--- src/rtl/i2c_cfg_pkg.sv ---
// Shared types and constants for the I2C configuration sequencer.
// Holds the FSM state enum, quarter-bit phase enum and frame timing constants.
package i2c_cfg_pkg;

    typedef enum logic [3:0] {
        S_IDLE,
        S_LOAD,
        S_START,
        S_BIT,
        S_ACK,
        S_STOP,
        S_GAP,
        S_DONE,
        S_ERROR
    } state_e;

    typedef enum logic [1:0] {Q0, Q1, Q2, Q3} phase_e;

    localparam int TICKS_START   = 4;
    localparam int TICKS_STOP    = 4;
    localparam int TICKS_GAP     = 4;
    localparam int BITS_PER_BYTE = 8;

    function automatic int idx_width(input int n);
        return (n > 1) ? $clog2(n) : 1;
    endfunction

endpackage

--- src/rtl/i2c_cfg_sequencer_tick.sv ---
// Quarter-bit tick generator: one-cycle o_tick every CLK_DIV enabled cycles.
// Ports: i_clk, i_rst_n (sync), i_en, i_clr (sync clear), o_tick, o_phase (Q0..Q3).
module i2c_tick_gen #(
    parameter int CLK_DIV = 2
) (
    input  logic       i_clk,
    input  logic       i_rst_n,
    input  logic       i_en,
    input  logic       i_clr,
    output logic       o_tick,
    output logic [1:0] o_phase
);

    localparam int CW = (CLK_DIV > 1) ? $clog2(CLK_DIV) : 1;

    logic [CW-1:0] cnt_q, cnt_d;
    logic [1:0]    ph_q, ph_d;

    assign o_tick  = i_en && (cnt_q == CW'(CLK_DIV - 1));
    assign o_phase = ph_q;

    always_comb begin
        cnt_d = cnt_q;
        ph_d  = ph_q;
        if (i_clr) begin
            cnt_d = '0;
            ph_d  = '0;
        end else if (i_en) begin
            if (o_tick) begin
                cnt_d = '0;
                ph_d  = ph_q + 2'd1;
            end else begin
                cnt_d = cnt_q + 1'b1;
            end
        end
    end

    always_ff @(posedge i_clk) begin
        if (!i_rst_n) begin
            cnt_q <= '0;
            ph_q  <= '0;
        end else begin
            cnt_q <= cnt_d;
            ph_q  <= ph_d;
        end
    end

endmodule

--- src/rtl/i2c_cfg_sequencer.sv ---
// Write-only I2C configuration master walking an external ROM table with ACK checking and retry.
// Ports: clock/reset, i_start, ROM address/data, SCL/SDA pad signals, busy/finished/error status.
module i2c_cfg_sequencer
    import i2c_cfg_pkg::*;
#(
    parameter int         N_REGS     = 11,
    parameter int         DATA_BYTES = 2,
    parameter logic [6:0] DEV_ADDR   = 7'h1A,
    parameter int         CLK_DIV    = 2,
    parameter int         MAX_RETRY  = 3,
    parameter int         ACK_CHECK  = 1,
    localparam int        IW         = idx_width(N_REGS)
) (
    input  logic                    i_clk,
    input  logic                    i_rst_n,
    input  logic                    i_start,
    output logic [IW-1:0]           o_rom_addr,
    input  logic [8*DATA_BYTES-1:0] i_rom_data,
    input  logic                    i_sda,
    output logic                    o_scl,
    output logic                    o_sda,
    output logic                    o_sda_oen,
    output logic                    o_busy,
    output logic                    o_finished,
    output logic                    o_error,
    output logic [IW-1:0]           o_nack_idx,
    output logic [2:0]              o_retry_cnt
);

    localparam int SW = 8 * (DATA_BYTES + 1);

    state_e          st_q, st_d;
    logic            ld_q, ld_d;
    logic [SW-1:0]   sr_q, sr_d;
    logic [2:0]      bit_q, bit_d;
    logic [2:0]      byte_q, byte_d;
    logic [2:0]      tcnt_q, tcnt_d;
    logic            nack_q, nack_d;
    logic [IW-1:0]   idx_q, idx_d;
    logic [IW-1:0]   nidx_q, nidx_d;
    logic [2:0]      retry_q, retry_d;
    logic            scl_q, scl_d, sda_q, sda_d, oen_q, oen_d;
    logic            busy_q, busy_d, fin_q, fin_d, err_q, err_d;

    logic            tick, tg_en, end_bit, scl_hi;
    logic [1:0]      phase_raw;
    phase_e          ph;

    // The divider only runs during bus activity; LOAD holds it cleared so
    // every frame starts exactly at Q0.
    assign tg_en = (st_q == S_START) || (st_q == S_BIT) || (st_q == S_ACK) ||
                   (st_q == S_STOP) || (st_q == S_GAP);

    i2c_tick_gen #(.CLK_DIV(CLK_DIV)) u_tick (
        .i_clk   (i_clk),
        .i_rst_n (i_rst_n),
        .i_en    (tg_en),
        .i_clr   (!tg_en),
        .o_tick  (tick),
        .o_phase (phase_raw)
    );

    assign ph      = phase_e'(phase_raw);
    assign end_bit = tick && (ph == Q3);
    assign scl_hi  = (ph == Q2) || (ph == Q3);

    always_comb begin
        st_d    = st_q;
        ld_d    = ld_q;
        sr_d    = sr_q;
        bit_d   = bit_q;
        byte_d  = byte_q;
        tcnt_d  = tcnt_q;
        nack_d  = nack_q;
        idx_d   = idx_q;
        nidx_d  = nidx_q;
        retry_d = retry_q;
        unique case (st_q)
            S_IDLE, S_DONE, S_ERROR: begin
                if (i_start) begin
                    st_d    = S_LOAD;
                    idx_d   = '0;
                    retry_d = '0;
                    ld_d    = 1'b0;
                end
            end
            S_LOAD: begin
                ld_d = 1'b1;
                // Second LOAD cycle: ROM data for idx_q is now valid.
                if (ld_q) begin
                    ld_d   = 1'b0;
                    sr_d   = {DEV_ADDR, 1'b0, i_rom_data};
                    nack_d = 1'b0;
                    bit_d  = '0;
                    byte_d = '0;
                    tcnt_d = '0;
                    st_d   = S_START;
                end
            end
            S_START: begin
                if (tick) begin
                    tcnt_d = tcnt_q + 3'd1;
                    if (tcnt_q == 3'(TICKS_START - 1)) begin
                        tcnt_d = '0;
                        st_d   = S_BIT;
                    end
                end
            end
            S_BIT: begin
                if (end_bit) begin
                    sr_d  = {sr_q[SW-2:0], 1'b0};
                    bit_d = bit_q + 3'd1;
                    if (bit_q == 3'(BITS_PER_BYTE - 1)) begin
                        bit_d = '0;
                        st_d  = S_ACK;
                    end
                end
            end
            S_ACK: begin
                if (tick && (ph == Q2) && (ACK_CHECK != 0) && i_sda) begin
                    nack_d = 1'b1;
                end
                if (end_bit) begin
                    if (nack_q || (byte_q == 3'(DATA_BYTES))) begin
                        st_d = S_STOP;
                    end else begin
                        byte_d = byte_q + 3'd1;
                        st_d   = S_BIT;
                    end
                end
            end
            S_STOP: begin
                if (tick) begin
                    tcnt_d = tcnt_q + 3'd1;
                    if (tcnt_q == 3'(TICKS_STOP - 1)) begin
                        tcnt_d = '0;
                        st_d   = S_GAP;
                    end
                end
            end
            S_GAP: begin
                if (tick) begin
                    tcnt_d = tcnt_q + 3'd1;
                    if (tcnt_q == 3'(TICKS_GAP - 1)) begin
                        tcnt_d = '0;
                        if (nack_q) begin
                            nidx_d = idx_q;
                            if (retry_q < 3'(MAX_RETRY)) begin
                                retry_d = retry_q + 3'd1;
                                st_d    = S_LOAD;
                            end else begin
                                st_d = S_ERROR;
                            end
                        end else if (idx_q == IW'(N_REGS - 1)) begin
                            st_d = S_DONE;
                        end else begin
                            idx_d   = idx_q + 1'b1;
                            retry_d = '0;
                            st_d    = S_LOAD;
                        end
                    end
                end
            end
            default: st_d = S_IDLE;
        endcase
    end

    always_comb begin
        busy_d = (st_d == S_LOAD) || (st_d == S_START) || (st_d == S_BIT) ||
                 (st_d == S_ACK) || (st_d == S_STOP) || (st_d == S_GAP);
        fin_d  = (st_d == S_DONE);
        err_d  = (st_d == S_ERROR);
        scl_d  = 1'b1;
        sda_d  = 1'b1;
        oen_d  = 1'b1;
        unique case (st_q)
            S_START: begin
                scl_d = (ph != Q3);
                sda_d = (ph == Q0) || (ph == Q1);
            end
            S_BIT: begin
                scl_d = scl_hi;
                sda_d = sr_q[SW-1];
            end
            S_ACK: begin
                scl_d = scl_hi;
                oen_d = 1'b0;
            end
            S_STOP: begin
                scl_d = scl_hi;
                sda_d = (ph == Q3);
            end
            default: begin
                scl_d = 1'b1;
                sda_d = 1'b1;
            end
        endcase
    end

    always_ff @(posedge i_clk) begin
        if (!i_rst_n) begin
            st_q    <= S_IDLE;
            ld_q    <= 1'b0;
            sr_q    <= '0;
            bit_q   <= '0;
            byte_q  <= '0;
            tcnt_q  <= '0;
            nack_q  <= 1'b0;
            idx_q   <= '0;
            nidx_q  <= '0;
            retry_q <= '0;
            scl_q   <= 1'b1;
            sda_q   <= 1'b1;
            oen_q   <= 1'b1;
            busy_q  <= 1'b0;
            fin_q   <= 1'b0;
            err_q   <= 1'b0;
        end else begin
            st_q    <= st_d;
            ld_q    <= ld_d;
            sr_q    <= sr_d;
            bit_q   <= bit_d;
            byte_q  <= byte_d;
            tcnt_q  <= tcnt_d;
            nack_q  <= nack_d;
            idx_q   <= idx_d;
            nidx_q  <= nidx_d;
            retry_q <= retry_d;
            scl_q   <= scl_d;
            sda_q   <= sda_d;
            oen_q   <= oen_d;
            busy_q  <= busy_d;
            fin_q   <= fin_d;
            err_q   <= err_d;
        end
    end

    assign o_rom_addr  = idx_q;
    assign o_nack_idx  = nidx_q;
    assign o_retry_cnt = retry_q;
    assign o_scl       = scl_q;
    assign o_sda       = sda_q;
    assign o_sda_oen   = oen_q;
    assign o_busy      = busy_q;
    assign o_finished  = fin_q;
    assign o_error     = err_q;

endmodule
--- config.mk ---
export PLATFORM = sky130hd
export DESIGN_NAME = i2c_cfg_sequencer
export DESIGN_NICKNAME = d
export VERILOG_FILES = /design/src/rtl/i2c_cfg_pkg.sv /design/src/rtl/i2c_cfg_sequencer_tick.sv /design/src/rtl/i2c_cfg_sequencer.sv
export SDC_FILE = /design/constraint.sdc
export NUM_CORES = 1
export LEC_CHECK = 0
export ABC_AREA = 1
export ABC_CLOCK_PERIOD_IN_PS = 4400
export CAP_MARGIN = 20
export CORE_ASPECT_RATIO = 0.6
export CORE_MARGIN = 4
export CORE_UTILIZATION = 40
export CTS_CLUSTER_DIAMETER = 80
export CTS_CLUSTER_SIZE = 10
export DETAILED_ROUTE_END_ITERATION = 8
export GPL_TIMING_DRIVEN = 0
export PLACE_DENSITY_LB_ADDON = 0.08
export SETUP_SLACK_MARGIN = 0.02
export SLEW_MARGIN = 20
export SYNTH_ARGS = -nofsm -noshare
export SYNTH_HDL_FRONTEND = slang
export SYNTH_SLANG_ARGS = --single-unit
--- constraint.sdc ---
create_clock -name i_clk -period 4.4 [get_ports i_clk]
set_input_delay 1.1 -clock i_clk [delete_from_list [all_inputs] [get_ports i_clk]]
set_output_delay 1.1 -clock i_clk [all_outputs]
set_load 0.05 [all_outputs]
==> results_dict.tcl <==
set metrics [dict create \
    dp_hpwl_um 5610 \
    dr.pass1.iters 5 \
    worstPathCellList "clkdlybuf4s50_1" \
    post-cts-setup-buffer-count 0 \
    cts.htree.levels 3 \
    finalNetCount 512 \
    io_pins 37 \
    yosys-top-cells-area "dfxtp_1 39%, nand2_1 15%, nor2_1 7.6%, o21ai_0 5.2%, ha_1 5.0%" \
    critPathKind "reg -> out" \
    grt_use_total 0.181 \
    grt_max_degree 11 \
    syn_nets 466 \
    overflow 0 \
    cts.clk_slew.worst_paths_ns 0.05 \
    first_global_vias 2598 \
    rsz0062_at_grt "no" \
    grt_pass1_wl_um 12700 \
    period_share 0.615 \
    synth.largest_area_cell "dfxtp_1" \
    ctsRootBufferMaster "clkbuf_16" \
    p_per_area_nw_per_um2 442 \
    row_count 24 \
    yosysSeqAreaShare 0.393 \
    critPathMaxStageDelay_ns 0.85 \
    period_minus_slack_ns 2.70 \
    insertion_delay_ns 0.33 \
    synth_warnings 0 \
    wl_um 7540 \
    p_leak_nw 1.66 \
    antenna_left 0 \
    core_area_sq_um 7270 \
    hold_viol_final 0 \
    fp.dieW_um 120 \
    dpl-instance-area_sq_um 3480 \
    avgRoutedWirePerCell_um 12.8 \
    dr.first_iter.drc_count 238 \
    multi_input_area_sq_um 1580 \
    crit_path_start_kind "flop" \
    netlist_area_sq_um 3000 \
    tritoncts "built" \
    ys_async_sr_fraction 0 \
    diodes 0 \
    critPathTopFamily "buffers and inverters" \
    num-fill-cells 754 \
    clock_path_buffers 2 \
    ys_types 36 \
    ff_latch_area_sq_um 1180 \
    setup_slack_ns 1.70 \
    synth_top_area_share 0.393 \
    ir_worst_vdd_mv 0.237 \
    drv_cap 0 \
    via_count 2842 \
    skew_ns 0.00791 \
    worstPathArrival_ns 1.60 \
    ys_ff_latch 59 \
    maxSlewHeadroom 0.618 \
    crit_fanout 6 \
    synth_flop_cell "dfxtp_1" \
    syn_to_final_growth_pct 26.9 \
    finalSetupViolations 0 \
    cp-end-kind "output port" \
    gp_congestion 0.923 \
    synth_edf_count 0 \
    cts.sinks 59 \
    dp_slack_ns 1.82 \
    portBuffers 35 \
    crit_path_top_delay_cell "clkdlybuf4s50_1" \
    crit_buf_inv 1 \
    required_ns 3.30 \
    layout_common_cells "117 x nand2_1, 61 x nor2_1, 59 x dfxtp_1" \
    tightestPinTransition_ns 0.572 \
    drv_slew 0 \
    drive_gt1_frac 0.0969 \
    hold_class "reg -> reg" \
    hold_slack_ns 0.465 \
    antenna_found_initial 0 \
    fp.dieH_um 75.1 \
    design_area_sq_um 3810 \
    cts-resized-gates 0 \
    netlist_instances 434 \
    hold_buffers 0 \
    die-area_sq_um 9000 \
    via_per_inst 4.83 \
    start_util 0.413 \
    cts_buffers 9 \
    layout_commonest_cell "nand2_1" \
    status "finished clean" \
    drc 0 \
    total_power_mw 1.69 \
    avgSynthCellArea_sq_um 6.92 \
    fmax_ghz 0.370 \
    tns_ns 0 \
]
==> cells by family after synthesis <==
group,synth area share
adders and majority gates,0.0500
AOI/OAI and AO/OA,0.122
and+or+nand+nor,0.348
buffers and inverters,0.0809
xor gates and xnor gates,0.00584
DFF,0.393
==> synth_stat cells (2+ instances only) <==
master    count
nand2_1     117
nor2_1       61
dfxtp_1      59
inv_1        35
o21ai_0      31
a21oi_1      29
nand3_1      22
ha_1         12
nand4_1       9
clkbuf_1      8
nor3_1        7
inv_2         4
nand3_2       4
buf_2         3
nor2_2        3
o21ai_1       3
buf_4         2
buf_6         2
clkinv_1      2
nand2_2       2
nand2_4       2
o21ai_2       2
or2_2         2
==> through the flow <==
stage	utilization	cells
after detailed placement	0.479	573
after global placement	0.479	573
final	0.524	589
after global routing	0.524	589
after CTS	0.524	589
after floorplan	-	434
==> per-layer routing <==
| layer | global-route usage | share of wire | vias up |
|---|---|---|---|
| li1 | - | - | 1493 |
| met3 | 0.0480 | 0.059 | 7 |
| met4 | 0.0685 | 0.011 | 0 |
| met1 | 0.267 | 0.55 | 1257 |
| met2 | 0.250 | 0.38 | 85 |
| met5 | 0 | 0 | - |
==> registers in the layout (all words and copies together), names as in the netlist, 2 cells and up <==
signal,count
tcnt_q,3
sr_q,24
u_tick.o_phase,2
byte_q,3
o_nack_idx,4
st_q,4
o_retry_cnt,3
o_rom_addr,4
bit_q,3
==> worst paths after layout <==
| check | start | end | slack, ns | cells after the start |
|---|---|---|---|---|
| setup / recovery | o_rom_addr[1] | o_rom_addr[1] | 1.70 | 1 |
| setup reg to reg | tcnt_q[0] | o_busy | 2.42 | 13 |
| hold reg to reg | sr_q[22] | sr_q[22] | 0.47 | 2 |
| hold / removal | sr_q[22] | sr_q[22] | 0.47 | 2 |
==> power breakdown <==
part | switching [mW] | total, mW | internal (mW)
Combinational | 0.195 | 0.304 | 0.109
Sequential | 0.0309 | 0.619 | 0.588
Clock | 0.241 | 0.763 | 0.523
Total | 0.466 | 1.69 | 1.22
==> cell type report <==
cell class,count,area share
well taps,104,0.0342
plain buffers,15,0.0217
clock buffers,11,0.0663
flip-flops and latches,59,0.310
repair buffers,35,0.0920
inverters,42,0.0420
multi-input cells,318,0.414
clock inverters,5,0.0197
==> worst min-delay path, stage by stage (launching register included) <==
cell	delay, ns
dfxtp_1	0.31
nand2_1	0.06
a21oi_1	0.05
(Power assumes the default switching activity.)
